<file path="src/rtl/simd_issue_ctrl_if.sv">
// Micro-op issue and writeback handshake bundle for the MMX SIMD issue slot.
// The master side is the front end and writeback consumer; the slave side is simd_issue_ctrl.
interface simd_issue_ctrl_if;
  localparam int unsigned DATA_W = 64;
  localparam int unsigned REG_W  = 3;
  localparam int unsigned OP_W   = 3;

  logic              in_valid;
  logic              in_ready;
  logic [OP_W-1:0]   in_op;
  logic [REG_W-1:0]  in_dst;
  logic [REG_W-1:0]  in_src;
  logic              in_src_is_mem;
  logic [DATA_W-1:0] in_mem_data;

  logic              out_valid;
  logic              out_ready;
  logic [REG_W-1:0]  out_dst;
  logic [DATA_W-1:0] out_data;

  modport master (
    output in_valid, in_op, in_dst, in_src, in_src_is_mem, in_mem_data, out_ready,
    input  in_ready, out_valid, out_dst, out_data
  );

  modport slave (
    input  in_valid, in_op, in_dst, in_src, in_src_is_mem, in_mem_data, out_ready,
    output in_ready, out_valid, out_dst, out_data
  );
endinterface

</file>
<file path="src/rtl/simd_issue_ctrl.sv">
// Single-entry MMX SIMD issue/writeback slot: operand fetch with result bypass,
// one-cycle capture of the external datapath result, illegal-op zeroing and writeback counting.
module simd_issue_ctrl (
  input  logic         clk,
  input  logic         reset,
  simd_issue_ctrl_if.slave bus,
  output logic [2:0]   rf_rd_a_addr,
  output logic [2:0]   rf_rd_b_addr,
  input  logic [63:0]  rf_rd_a_data,
  input  logic [63:0]  rf_rd_b_data,
  output logic [63:0]  simd_mm,
  output logic [63:0]  simd_mm64,
  output logic [2:0]   simd_op,
  input  logic [63:0]  simd_out,
  input  logic         flush,
  output logic         illegal_op,
  output logic [15:0]  op_count
);
  localparam int unsigned DATA_W = 64;
  localparam int unsigned REG_W  = 3;
  localparam int unsigned OP_W   = 3;
  localparam int unsigned CNT_W  = 16;

  localparam logic [OP_W-1:0] OP_MOVQ = OP_W'(4);

  typedef enum logic {EMPTY, FULL} state_t;

  state_t             state_q, state_d;
  logic [DATA_W-1:0]  data_q;
  logic [REG_W-1:0]   dst_q;
  logic               illegal_q;
  logic [CNT_W-1:0]   count_q;

  logic               ready;
  logic               accept;
  logic               wb;
  logic               op_legal;
  logic               full;

  assign full     = (state_q == FULL);
  assign op_legal = (bus.in_op <= OP_MOVQ);

  // Slot handshake: flush and reset both block acceptance
  assign ready  = !reset && !flush && (!full || bus.out_ready);
  assign accept = bus.in_valid && ready;
  assign wb     = full && bus.out_ready && !flush;

  // Operand fetch; the held result is the newest copy of its register
  assign rf_rd_a_addr = bus.in_dst;
  assign rf_rd_b_addr = bus.in_src;
  assign simd_op      = op_legal ? bus.in_op : OP_MOVQ;

  always_comb begin
    simd_mm = rf_rd_a_data;
    if (full && (dst_q == bus.in_dst)) simd_mm = data_q;
  end

  always_comb begin
    simd_mm64 = rf_rd_b_data;
    if (bus.in_src_is_mem)                  simd_mm64 = bus.in_mem_data;
    else if (full && (dst_q == bus.in_src)) simd_mm64 = data_q;
  end

  // Next-state logic; flush always empties the slot
  always_comb begin
    state_d = state_q;
    case (state_q)
      EMPTY:   if (accept) state_d = FULL;
      FULL:    if (!accept && bus.out_ready) state_d = EMPTY;
      default: state_d = EMPTY;
    endcase
    if (flush) state_d = EMPTY;
  end

  always_ff @(posedge clk) begin
    if (reset) begin
      state_q   <= EMPTY;
      data_q    <= '0;
      dst_q     <= '0;
      illegal_q <= 1'b0;
      count_q   <= '0;
    end else begin
      state_q <= state_d;
      if (accept) begin
        data_q <= op_legal ? simd_out : '0;
        dst_q  <= bus.in_dst;
        if (!op_legal) illegal_q <= 1'b1;
      end
      if (wb) count_q <= count_q + CNT_W'(1);
    end
  end

  assign bus.in_ready  = ready;
  assign bus.out_valid = full;
  assign bus.out_dst   = dst_q;
  assign bus.out_data  = data_q;
  assign illegal_op    = illegal_q;
  assign op_count      = count_q;
endmodule

</file>
<file path="src/flat_wrapper.sv">
// flat-port wrapper written by rule: the top's interface ports become plain ports
module simd_issue_ctrl_flat 
  (clk, reset, rf_rd_a_addr, rf_rd_b_addr, rf_rd_a_data, rf_rd_b_data, simd_mm, simd_mm64, simd_op, simd_out, flush, illegal_op, op_count, bus_in_valid, bus_in_op, bus_in_dst, bus_in_src, bus_in_src_is_mem, bus_in_mem_data, bus_out_ready, bus_in_ready, bus_out_valid, bus_out_dst, bus_out_data);
  simd_issue_ctrl_if bus_i ();
  input  logic clk;
  input  logic reset;
  output logic [2:0] rf_rd_a_addr;
  output logic [2:0] rf_rd_b_addr;
  input  logic [63:0] rf_rd_a_data;
  input  logic [63:0] rf_rd_b_data;
  output logic [63:0] simd_mm;
  output logic [63:0] simd_mm64;
  output logic [2:0] simd_op;
  input  logic [63:0] simd_out;
  input  logic flush;
  output logic illegal_op;
  output logic [15:0] op_count;
  input wire logic [$bits(bus_i.in_valid)-1:0] bus_in_valid;
  input wire logic [$bits(bus_i.in_op)-1:0] bus_in_op;
  input wire logic [$bits(bus_i.in_dst)-1:0] bus_in_dst;
  input wire logic [$bits(bus_i.in_src)-1:0] bus_in_src;
  input wire logic [$bits(bus_i.in_src_is_mem)-1:0] bus_in_src_is_mem;
  input wire logic [$bits(bus_i.in_mem_data)-1:0] bus_in_mem_data;
  input wire logic [$bits(bus_i.out_ready)-1:0] bus_out_ready;
  output wire logic [$bits(bus_i.in_ready)-1:0] bus_in_ready;
  output wire logic [$bits(bus_i.out_valid)-1:0] bus_out_valid;
  output wire logic [$bits(bus_i.out_dst)-1:0] bus_out_dst;
  output wire logic [$bits(bus_i.out_data)-1:0] bus_out_data;
  assign bus_i.in_valid = bus_in_valid;
  assign bus_i.in_op = bus_in_op;
  assign bus_i.in_dst = bus_in_dst;
  assign bus_i.in_src = bus_in_src;
  assign bus_i.in_src_is_mem = bus_in_src_is_mem;
  assign bus_i.in_mem_data = bus_in_mem_data;
  assign bus_i.out_ready = bus_out_ready;
  assign bus_in_ready = bus_i.in_ready;
  assign bus_out_valid = bus_i.out_valid;
  assign bus_out_dst = bus_i.out_dst;
  assign bus_out_data = bus_i.out_data;
  simd_issue_ctrl u_core (.clk(clk), .reset(reset), .bus(bus_i), .rf_rd_a_addr(rf_rd_a_addr), .rf_rd_b_addr(rf_rd_b_addr), .rf_rd_a_data(rf_rd_a_data), .rf_rd_b_data(rf_rd_b_data), .simd_mm(simd_mm), .simd_mm64(simd_mm64), .simd_op(simd_op), .simd_out(simd_out), .flush(flush), .illegal_op(illegal_op), .op_count(op_count));
endmodule
</file>
<file path="config.mk">
export PLATFORM = sky130hd
export DESIGN_NAME = simd_issue_ctrl_flat
export DESIGN_NICKNAME = d
export VERILOG_FILES = /design/src/rtl/simd_issue_ctrl_if.sv /design/src/rtl/simd_issue_ctrl.sv /design/src/flat_wrapper.sv
export SDC_FILE = /design/constraint.sdc
export NUM_CORES = 1
export LEC_CHECK = 0
export BUFFER_PORTS_ARGS = -buffer_cell sky130_fd_sc_hd__buf_2
export CORE_AREA = 4 4 189 191
export CTS_BUF_LIST = sky130_fd_sc_hd__clkbuf_4 sky130_fd_sc_hd__clkbuf_8 sky130_fd_sc_hd__clkbuf_16
export DETAILED_ROUTE_END_ITERATION = 10
export DIE_AREA = 0 0 193 195
export GPL_ROUTABILITY_DRIVEN = 0
export HOLD_SLACK_MARGIN = 0.06
export PLACE_DENSITY_LB_ADDON = 0.08
export SYNTH_ARGS = -nofsm -noshare
export SYNTH_HDL_FRONTEND = slang
export SYNTH_SLANG_ARGS = --single-unit
</file>
<file path="constraint.sdc">
create_clock -name clk -period 4.3 [get_ports clk]
set_clock_uncertainty 0.1 [all_clocks]
set_input_delay 0.43 -clock clk [delete_from_list [all_inputs] [get_ports clk]]
set_output_delay 0.43 -clock clk [all_outputs]
set_load 0.02 [all_outputs]
</file>
Yosys cells after proc, flatten, opt, wreduce, memory -nomap -nowiden. Index checks and enable logic that the tools add are counted. Widths: inputs -> output; s select.

Order comparisons: 1. $add $sub $neg: 1. Muxes and demuxes: 8. Eq/ne operators: 2. Reductions and logical operators: 15. Bitwise gates (word level): 2.

Operators with widths (number): $mux 64 (4); $add 16x1->16 const B (1); $logic_and 1x1->1 (8); $eq 3x3->1 (2); $logic_not 1->1 (4); $le 3x3->1 const B (1); $mux 3 (1); $mux 1 (2); $not 1->1 (2); $pmux 1 s2 (1); $reduce_and 2->1 (1); $reduce_or 2->1 (1); $logic_or 1x1->1 (1).

Word-level logic and storage cells: 34. Input bits: 271. Output and inout bits: 223. Register bits after elaboration: 85.

Longest topological paths before layout. Gate-level depths: netlist of run 1.

Depth in word-level cells: 8. Depth in mapped cells: 7. Gate-level depth less buffers: 5.

Worst setup path before layout of run 1. OpenSTA, ideal clock, no wires.

Kind: register to output. From: reg u_core.dst_q[0], in the netlist u_core.bus.out_dst[0]. To: out simd_mm64[10]. Data required time: 3.770 ns. Cell stages (with the launch flop): 7. Arrival time: 1.901 ns. Path buffers: 2. Path slack: 1.869 ns. Cell sequence: dfxtp_1 xnor2_1 nand4_1 clkbuf_1 buf_2 mux2i_1 o21ai_0.

Longest elaborated chain between the ends: 4.

RTL lines: from (decl) (line simd_issue_ctrl.sv:30) `logic [REG_W-1:0] dst_q;`; from (signal assigned) (line simd_issue_ctrl.sv:86) `dst_q <= bus.in_dst;`; $eq 3x3->1 (line simd_issue_ctrl.sv:61) `else if (full && (dst_q == bus.in_src)) simd_mm64 = data_q;`; $logic_and 1x1->1 (line simd_issue_ctrl.sv:61); $mux 64 (line simd_issue_ctrl.sv:61); $mux 64 (line simd_issue_ctrl.sv:60) `if (bus.in_src_is_mem) simd_mm64 = bus.in_mem_data;`; to (decl) (line flat_wrapper.sv:12) `output logic [63:0] simd_mm64;`.

Every way passes these cells.

Worst setup path after layout of run 1.
From: reg u_core.dst_q[0], in the netlist u_core.bus.out_dst[0]. To: out simd_mm64[37].

The elaborated chain is that of the path after synthesis.

==> summary.md, run 1 <==
| Metric | Value |
|---|---|
| Status | completed |
| Postcts setup bufs | 0 |
| Final setup TNS | 0 ps |
| CP Launch Type | flop |
| Slew @ Worst Pin | 974 ps |
| Vias/cell | 4.14 |
| Vias | 6,634 |
| Most used DFF post-synth | dfxtp_1 |
| Number of port buffers | between 400 and 500 |
| Max VDD drop | 0.171 mV |
| Critical Path RT | 3770 ps |
| Hold Worst Slack | 221 ps |
| R2R setup slack | 2070 ps |
| Post-DP HPWL | 22,200 µm |
| First-pass GRT wire length | 41,900 µm |
| Drt pass-1 iters | 4 |
| Wire per inst | 18.1 µm |
| Area leader, netlist | dfxtp_1 |
| Syn Std Cell Area | 0.00537 mm² |
| Cell with the most instances after synthesis | nand2_1 |
| Crit share post-route | 0.637 |
| Sequential share of the synthesized area | 0.317 |
| CTS tree | done |
| Die area | 0.0376 mm² |
| Netlist cell types | 35 |
| Wirelength, routed | 29,000 µm |
| Site row count | 68 |
| Mean Syn Cell Area | 7.74 µm² |
| Leading post-synthesis cells by cell area | dfxtp_1 (32%), mux2_2 (13%), mux2i_1 (12%) |
| GRT overflow | 0 |
| Yosys top cell area share | 0.317 |
| WS Path Type | flop to output port |
| Initial Util | 0.157 |
| Synth-to-Final Area Change | 58.6% |
| Post-route insts no fill | approximately 1,600 |
| Vias in the first global route | between 6,000 and 7,000 |
| Reg clk slew, reported paths | 80 ps |
| Ports | 494 |
| Clk Latency, worst-skew pair | 350 ps |
| CTS Buf Count | 9 |
| Largest net degree at the start of global routing | between 90 and 100 |
| CTS Sinks | 85 |
| Setup violators final | 0 |
| Post-Syn Instances | approximately 690 |
| Worst Setup End Kind | output port |
| Initial antenna violation count | 1 |
| Drt drc | 0 |
| Unrepaired setup endpoints after global routing | false |
| List of most frequent post-synthesis cells | nand2_1 (141), dfxtp_1 (85), a21oi_1 (75), o21ai_0 (71), nand3_1 (68) |
| Worst Path Max Fanout | between 60 and 70 |
| Achievable frequency | 0.365 GHz |
| Max-cap violation count | 0 |
| Core area | 0.0341 mm² |
| Die W | ~190 µm |
| # resized after CTS | 0 |
| PD cells | 255 mW/mm² |
| Initial DRC Count | 223 |
| Syn Nets | 966 |
| Worst EP arrival | 2210 ps |
| Slew Viols, Final | 0 |
| Nets@finish | 1,412 |
| GRT Util Overall | 0.144 |
| CTS max path bufs | 2 |
| Placed Cells | 1,584 |
| Hold buffers post-CTS | 0 |
| Rel. slew slack | 0.350 |
| Min-delay worst type | primary input to flop |
| Root Driver | clkbuf_16 |
| Register bit count reported by yosys | 85 |
| Number of synthesized flops with an enable pin | 0 |
| Final Hold Vio Count | 0 |
| Max H-tree Level | 3 |
| Synth async-reset ratio | 0 |
| Share of layout cells above drive strength 1 | 0.519 |
| Leakage | 4.43 nW |
| Clock period minus worst slack | 2740 ps |
| Synth warn | 0 |
| Final ANT Viol Nets | 0 |
| Chip height | 195 µm |
## registers in the layout (all words and copies together) (netlist names)
signal and flops:
u_core.illegal_op 1, u_core.bus.out_valid 1, u_core.bus.out_dst 3, u_core.bus.out_data 64, u_core.op_count 16
## power by group
group          total [W]  internal [W]  switching, W
sequential      0.000825      0.000803     0.0000214
clock           0.000779      0.000400      0.000379
combinational   0.000570      0.000234      0.000336
total            0.00217       0.00144      0.000736
## metrics by stage
stage | utilization | power, W | cell area (µm²) | worst slack, ps
after floorplan | - | 0.00115 | 5370 | 1870
after global placement | 0.241 | 0.00142 | 8230 | 1770
final | 0.250 | 0.00217 | 8520 | 1560
after detailed placement | 0.241 | 0.00142 | 8230 | 1720
after global routing | 0.250 | 0.00231 | 8510 | 1420
after CTS | 0.250 | 0.00223 | 8510 | 1520
## worst max-delay path, cell delays in order, from the launching register on
cell	delay, ps
dfxtp_1	350
xnor2_1	280
nand4_1	190
buf_12	270
mux2i_1	180
o21ai_0	260
buf_2	240
## layout by cell type, fill, tap and decap left out, types with 2 or more instances in the layout
cell type | netlist | routed
xor2_1 | 4 | 4
nor2b_1 | 3 | 3
a21oi_1 | 75 | 75
nand2_1 | 141 | 141
mux2i_1 | 65 | 65
buf_2 | 8 | 491
nand3_1 | 68 | 68
or3_1 | 3 | 3
dfxtp_1 | 85 | 85
inv_6 | 0 | 3
nor3_1 | 3 | 3
xnor2_1 | 10 | 10
inv_1 | 2 | 2
o21ai_0 | 71 | 70
nand4_1 | 3 | 3
or3_2 | 4 | 4
clkinv_4 | 0 | 2
nor2_1 | 11 | 11
clkbuf_16 | 0 | 9
buf_4 | 6 | 10
mux2_2 | 64 | 64
## per-layer routing
layer	global-route usage	up-vias	routed length [µm]
met1	0.167	3048	11500
met2	0.268	258	15100
met5	0	-	13
met3	0.0343	18	2110
li1	-	3308	-
met4	0.0260	2	261
## cell families (layout without fill, tap and decap cells)
kind of cell / after synthesis / count (layout) / share of synthesized area
other: 0 / 1 / 0
xor gates and xnor gates: 14 / 14 / 0.0228
and+or+nand+nor: 249 / 249 / 0.211
DFF: 85 / 85 / 0.317
adders and majority gates: 1 / 1 / 0.00233
muxes: 129 / 129 / 0.255
buffers and inverters: 69 / 520 / 0.0543
AOI/OAI and AO/OA: 147 / 147 / 0.137
## path summary, 6_finish.rpt
check                                                        start                                   end  depth (start not counted)
worst max-delay path            u_core.bus.out_dst[0]$_SDFFE_PP0P_                         simd_mm64[37]                          6
worst min-delay path                                   simd_out[5]   u_core.bus.out_data[5]$_SDFFE_PP0P_                          3
worst max register to register     u_core.bus.out_valid$_SDFF_PP0_  u_core.bus.out_data[23]$_SDFFE_PP0P_                          4
worst min register to register      u_core.illegal_op$_SDFFE_PP0P_        u_core.illegal_op$_SDFFE_PP0P_                          2
## cell type report
cell class	instances	area (µm²)
fill	3870	25600
tap	455	569
inverter	2	7.51
clock inverter	7	56.3
sequential	85	1700
clock buffer	9	225
antenna	1	2.50
multi-input combinational	540	3400
timing repair buffer	502	2550
No activity file was read; power rests on OpenSTA's default activity.
==> inputs of run 2 (changes only) <==
--- a/config.mk
+++ b/config.mk
@@ -5,11 +5,12 @@
 export SDC_FILE = /design/constraint.sdc
 export NUM_CORES = 1
 export LEC_CHECK = 0
+export ABC_AREA = 1
 export BUFFER_PORTS_ARGS = -buffer_cell sky130_fd_sc_hd__buf_2
-export CORE_AREA = 4 4 189 191
+export CORE_AREA = 4 4 188 190
 export CTS_BUF_LIST = sky130_fd_sc_hd__clkbuf_4 sky130_fd_sc_hd__clkbuf_8 sky130_fd_sc_hd__clkbuf_16
 export DETAILED_ROUTE_END_ITERATION = 10
-export DIE_AREA = 0 0 193 195
+export DIE_AREA = 0 0 192 194
 export GPL_ROUTABILITY_DRIVEN = 0
 export HOLD_SLACK_MARGIN = 0.06
 export PLACE_DENSITY_LB_ADDON = 0.08
==> constraint.sdc (replaced) <==
create_clock -name clk -period 2.4 [get_ports clk]
set_clock_uncertainty 0.1 [all_clocks]
set_input_delay 0.24 -clock clk [delete_from_list [all_inputs] [get_ports clk]]
set_output_delay 0.24 -clock clk [all_outputs]
set_load 0.02 [all_outputs]
==> run 2 against run 1 <==
  * Power increased by 97%
  * Setup slack got worse by 1400 ps
  * Final area increased by 20%
  * Largest power group is now the clock network
  * Combinational power increased by 130%
==> summary.md, run 2 <==
| Metric | Value |
|---|---|
| Status | completed |
| Min-delay worst type | primary input to flop |
| Post-Syn Instances | 1,101 (+59%) |
| Largest stage delay, worst path | 420 ps (+70 ps) |
| HP Start | simd_out[29] |
| Largest net degree at the start of global routing | 71 (-28%) |
| List of most frequent post-synthesis cells | nand2_1 (368), nand3_1 (162), inv_1 (152), dfxtp_1 (85), o21ai_0 (71) |
| WS Path Type | flop to output port |
| Drt drc | 0 (unchanged) |
| CTS Buf Count | 9 (unchanged) |
| Synth async-reset ratio | 0 (unchanged) |
| Initial Util | 0.192 (+0.0346) |
| CTS tree | done |
| Initial antenna violation count | 4 (+3) |
| Leakage | 5.36 nW (+21%) |
| Ports | 494 (unchanged) |
| Worst path slowest cell | dfxtp_1 |
| Hold Path Depth | 3 (unchanged) |
| Final Hold Vio Count | 0 (unchanged) |
| CTS Sinks | 85 (unchanged) |
| PD cells | 418 mW/mm² (+64%) |
| R2R setup slack | 600 ps (-1470 ps) |
| Worst Path Max Fanout | 64 (unchanged) |
| GRT Util Overall | 0.172 (+0.0277) |
| Hold Path Sink | u_core.bus.out_data[29]$_SDFFE_PP0P_ |
| Max reg flops | 64 (unchanged) |
| Final ANT Viol Nets | 0 (unchanged) |
| Worst r2r dst | u_core.bus.out_data[50]$_SDFFE_PP0P_ |
| Commonest non-fill, non-tap cell in the layout | buf_2 |
| Achievable frequency | 0.441 GHz |
| Area leader, netlist | dfxtp_1 |
| Chip height | 194 µm (-0.51%) |
| Placed Cells | 1,975 (+25%) |
| Wire per inst | 17.1 µm (-5.5%) |
| Reg2Reg Launch Point | u_core.bus.out_valid$_SDFF_PP0_ |
| CTS max path bufs | 2 (unchanged) |
| Clk Latency, worst-skew pair | 350 ps (about the same) |
| Met2 usage | 0.314 (+0.0451) |
| Final setup TNS | 0 ps (unchanged) |
| Syn Std Cell Area | 0.00642 mm² (+20%) |
| Most used DFF post-synth | dfxtp_1 |
| Drt pass-1 iters | 4 (unchanged) |
| Yosys top cell area share | 0.265 (-0.0519) |
| Root Driver | clkbuf_16 |
| Leading post-synthesis cells by cell area | dfxtp_1 (27%), nand2_1 (22%), nand3_1 (13%) |
| Worst Setup End Kind | output port |
| Core Util, Final | 0.307 (+0.0571) |
| Vias/cell | 4.23 (+2.1%) |
| Die W | 192 µm (-0.52%) |
| Setup WS post-layout | 133 ps (-1430 ps) |
| Vias in the first global route | 8,645 (+30%) |
| Filler cell count | 3,840 (-0.78%) |
| Dpl ws | 365 ps (-1350 ps) |
| Rel. slew slack | 0.362 (+0.0111) |
| Reg clk slew, reported paths | 70 ps (about the same) |
| Crit share post-route | 0.945 |
| Max H-tree Level | 3 (unchanged) |
| Max VDD drop | 0.309 mV (+80%) |
| Register bit count reported by yosys | 85 (unchanged) |
| GRT overflow | 0 (unchanged) |
| Setup violators final | 0 (unchanged) |
| First-pass GRT wire length | 50,200 µm (+20%) |
| Nets@finish | 1,875 (+33%) |
| Die area | 0.0372 mm² (-1.0%) |
| Worst EP arrival | 1930 ps (-280 ps) |
| Critical Path RT | 2060 ps (-1710 ps) |
| Met1 Usage GRT | 0.203 (+0.0359) |
| Post-route insts no fill | 2,057 (+28%) |
| Number of port buffers | 493 (unchanged) |
| Max-cap violation count | 0 (unchanged) |
| Site row count | 67 (-1.5%) |
| Worst r2r path cells | 8 (+4) |
| CP Launch Type | flop |
| Vias | 8,705 (+31%) |
| Cell with the most instances after synthesis | nand2_1 |
| Share of layout cells above drive strength 1 | 0.374 (-0.145) |
| Most frequent cells in the layout | buf_2 (491), nand2_1 (367), nand3_1 (162) |
| Synth-to-Final Area Change | 59.8% |
| Core area | 0.0334 mm² (-2.0%) |
| Slew Viols, Final | 0 (unchanged) |
| Wirelength, routed | 35,200 µm (+21%) |
| Mean Syn Cell Area | 5.83 µm² (-25%) |
| Clock period minus worst slack | 2270 ps |
| Number of synthesized flops with an enable pin | 0 (unchanged) |
| Crit-path cells | xnor2_1 > nand4_1 > buf_12 > o21ai_0 > buf_2 |
| Netlist cell types | 28 (-20%) |
| Sequential share of the synthesized area | 0.265 (-0.0519) |
| Busiest grt layer | met2 |
| Initial DRC Count | 316 (+42%) |
| Synth warn | 0 (unchanged) |
| Slew @ Worst Pin | 958 ps (-16.7 ps) |
| Syn Nets | 1,373 (+42%) |
| Unrepaired setup endpoints after global routing | false |
| Met3 GRT Util | 0.0384 (+0.00403) |
| Post-DP HPWL | 26,000 µm (+17%) |
-- run 2: cell count changes in the layout (fill, tap and decap cells not counted), moves of 61 or more --
cell and delta:
nand2_1 +226, mux2i_1 -65, nand3_1 +94, inv_1 +150, mux2_2 -64, dlygate4sd3_1 +61
-- run 2: what timing repair did --
item	4_1_cts	5_1_grt
setup buffers	0	1
endpoints found under the hold margin	61	0
cloned	0	3
pin swaps	0	1
setup endpoints to repair	2	57
gates resized for setup	1	14
hold buffers	61	0
-- run 2: cells by family after synthesis --
group	after synthesis	share of synthesized area
XOR/XNOR	2	0.00273
AO/OA/AOI/OAI	149	0.125
adder cells (fa/ha/maj)	1	0.00195
buffers and inverters	241	0.164
flip-flops	85	0.265
AND/OR/NAND/NOR	623	0.442
-- run 2: how the worst max path moves through the flow --
| stage | from | endpoint | slack [ps] | cells after the start |
|---|---|---|---|---|
| finish | u_core.bus.out_dst[2]$_SDFFE_PP0P_ | simd_mm[3] | 130 | 5 |
| global route | u_core.bus.out_dst[2]$_SDFFE_PP0P_ | simd_mm[34] | 20 | 6 |
| CTS | u_core.bus.out_dst[0]$_SDFFE_PP0P_ | simd_mm64[21] | 30 | 9 |
| detailed placement | u_core.bus.out_valid$_SDFF_PP0_ | simd_mm[3] | 370 | 6 |
| global placement | u_core.bus.out_valid$_SDFF_PP0_ | simd_mm[3] | 340 | 6 |
| floorplan | u_core.bus.out_dst[1]$_SDFFE_PP0P_ | simd_mm[10] | 460 | 6 |
-- run 2: critical path: cells and delay by family (launching register included) --
| kind | cells | cell delay, ps |
|---|---|---|
| AOI/OAI and AO/OA | 1 | 280 |
| xor gates and xnor gates | 1 | 170 |
| buffers and inverters | 2 | 470 |
| DFF | 1 | 420 |
| and+or+nand+nor | 1 | 210 |
-- run 2: metrics by stage --
stage          power, W  area [µm²]  hold WS [ps]
2_1_floorplan   0.00218        6420           261
3_3_place_gp    0.00274        9240           360
3_5_place_dp    0.00274        9240           362
4_1_cts         0.00437       10200          60.8
5_1_grt         0.00454       10300          73.5
6_report        0.00429       10300          72.8
-- run 2: final cells by class --
type | count | area [µm²] | area share
inverters | 157 | 592 | 0.0577
clock inverters | 6 | 70.1 | 0.00683
multi-input cells | 775 | 3700 | 0.361
flip-flops and latches | 85 | 1710 | 0.166
clock buffers | 10 | 239 | 0.0233
diodes | 1 | 2.50 | 0.000244
well taps | 448 | 561 | 0.0546
repair buffers | 575 | 3390 | 0.330
-- run 2: where the power goes --
group          leakage (nW)  total [W]  switching (W)  internal [W]
Clock                 0.147    0.00150       0.000651      0.000846
Combinational          4.53    0.00133       0.000810      0.000518
Sequential            0.689    0.00147      0.0000274       0.00144
Total                  5.36    0.00429        0.00149       0.00280
-- run 2: layer usage --
layer,vias to the layer above,share of wire
met2,291,0.50
met3,31,0.068
li1,4457,-
met1,3922,0.42
met5,-,0.00077
met4,4,0.016
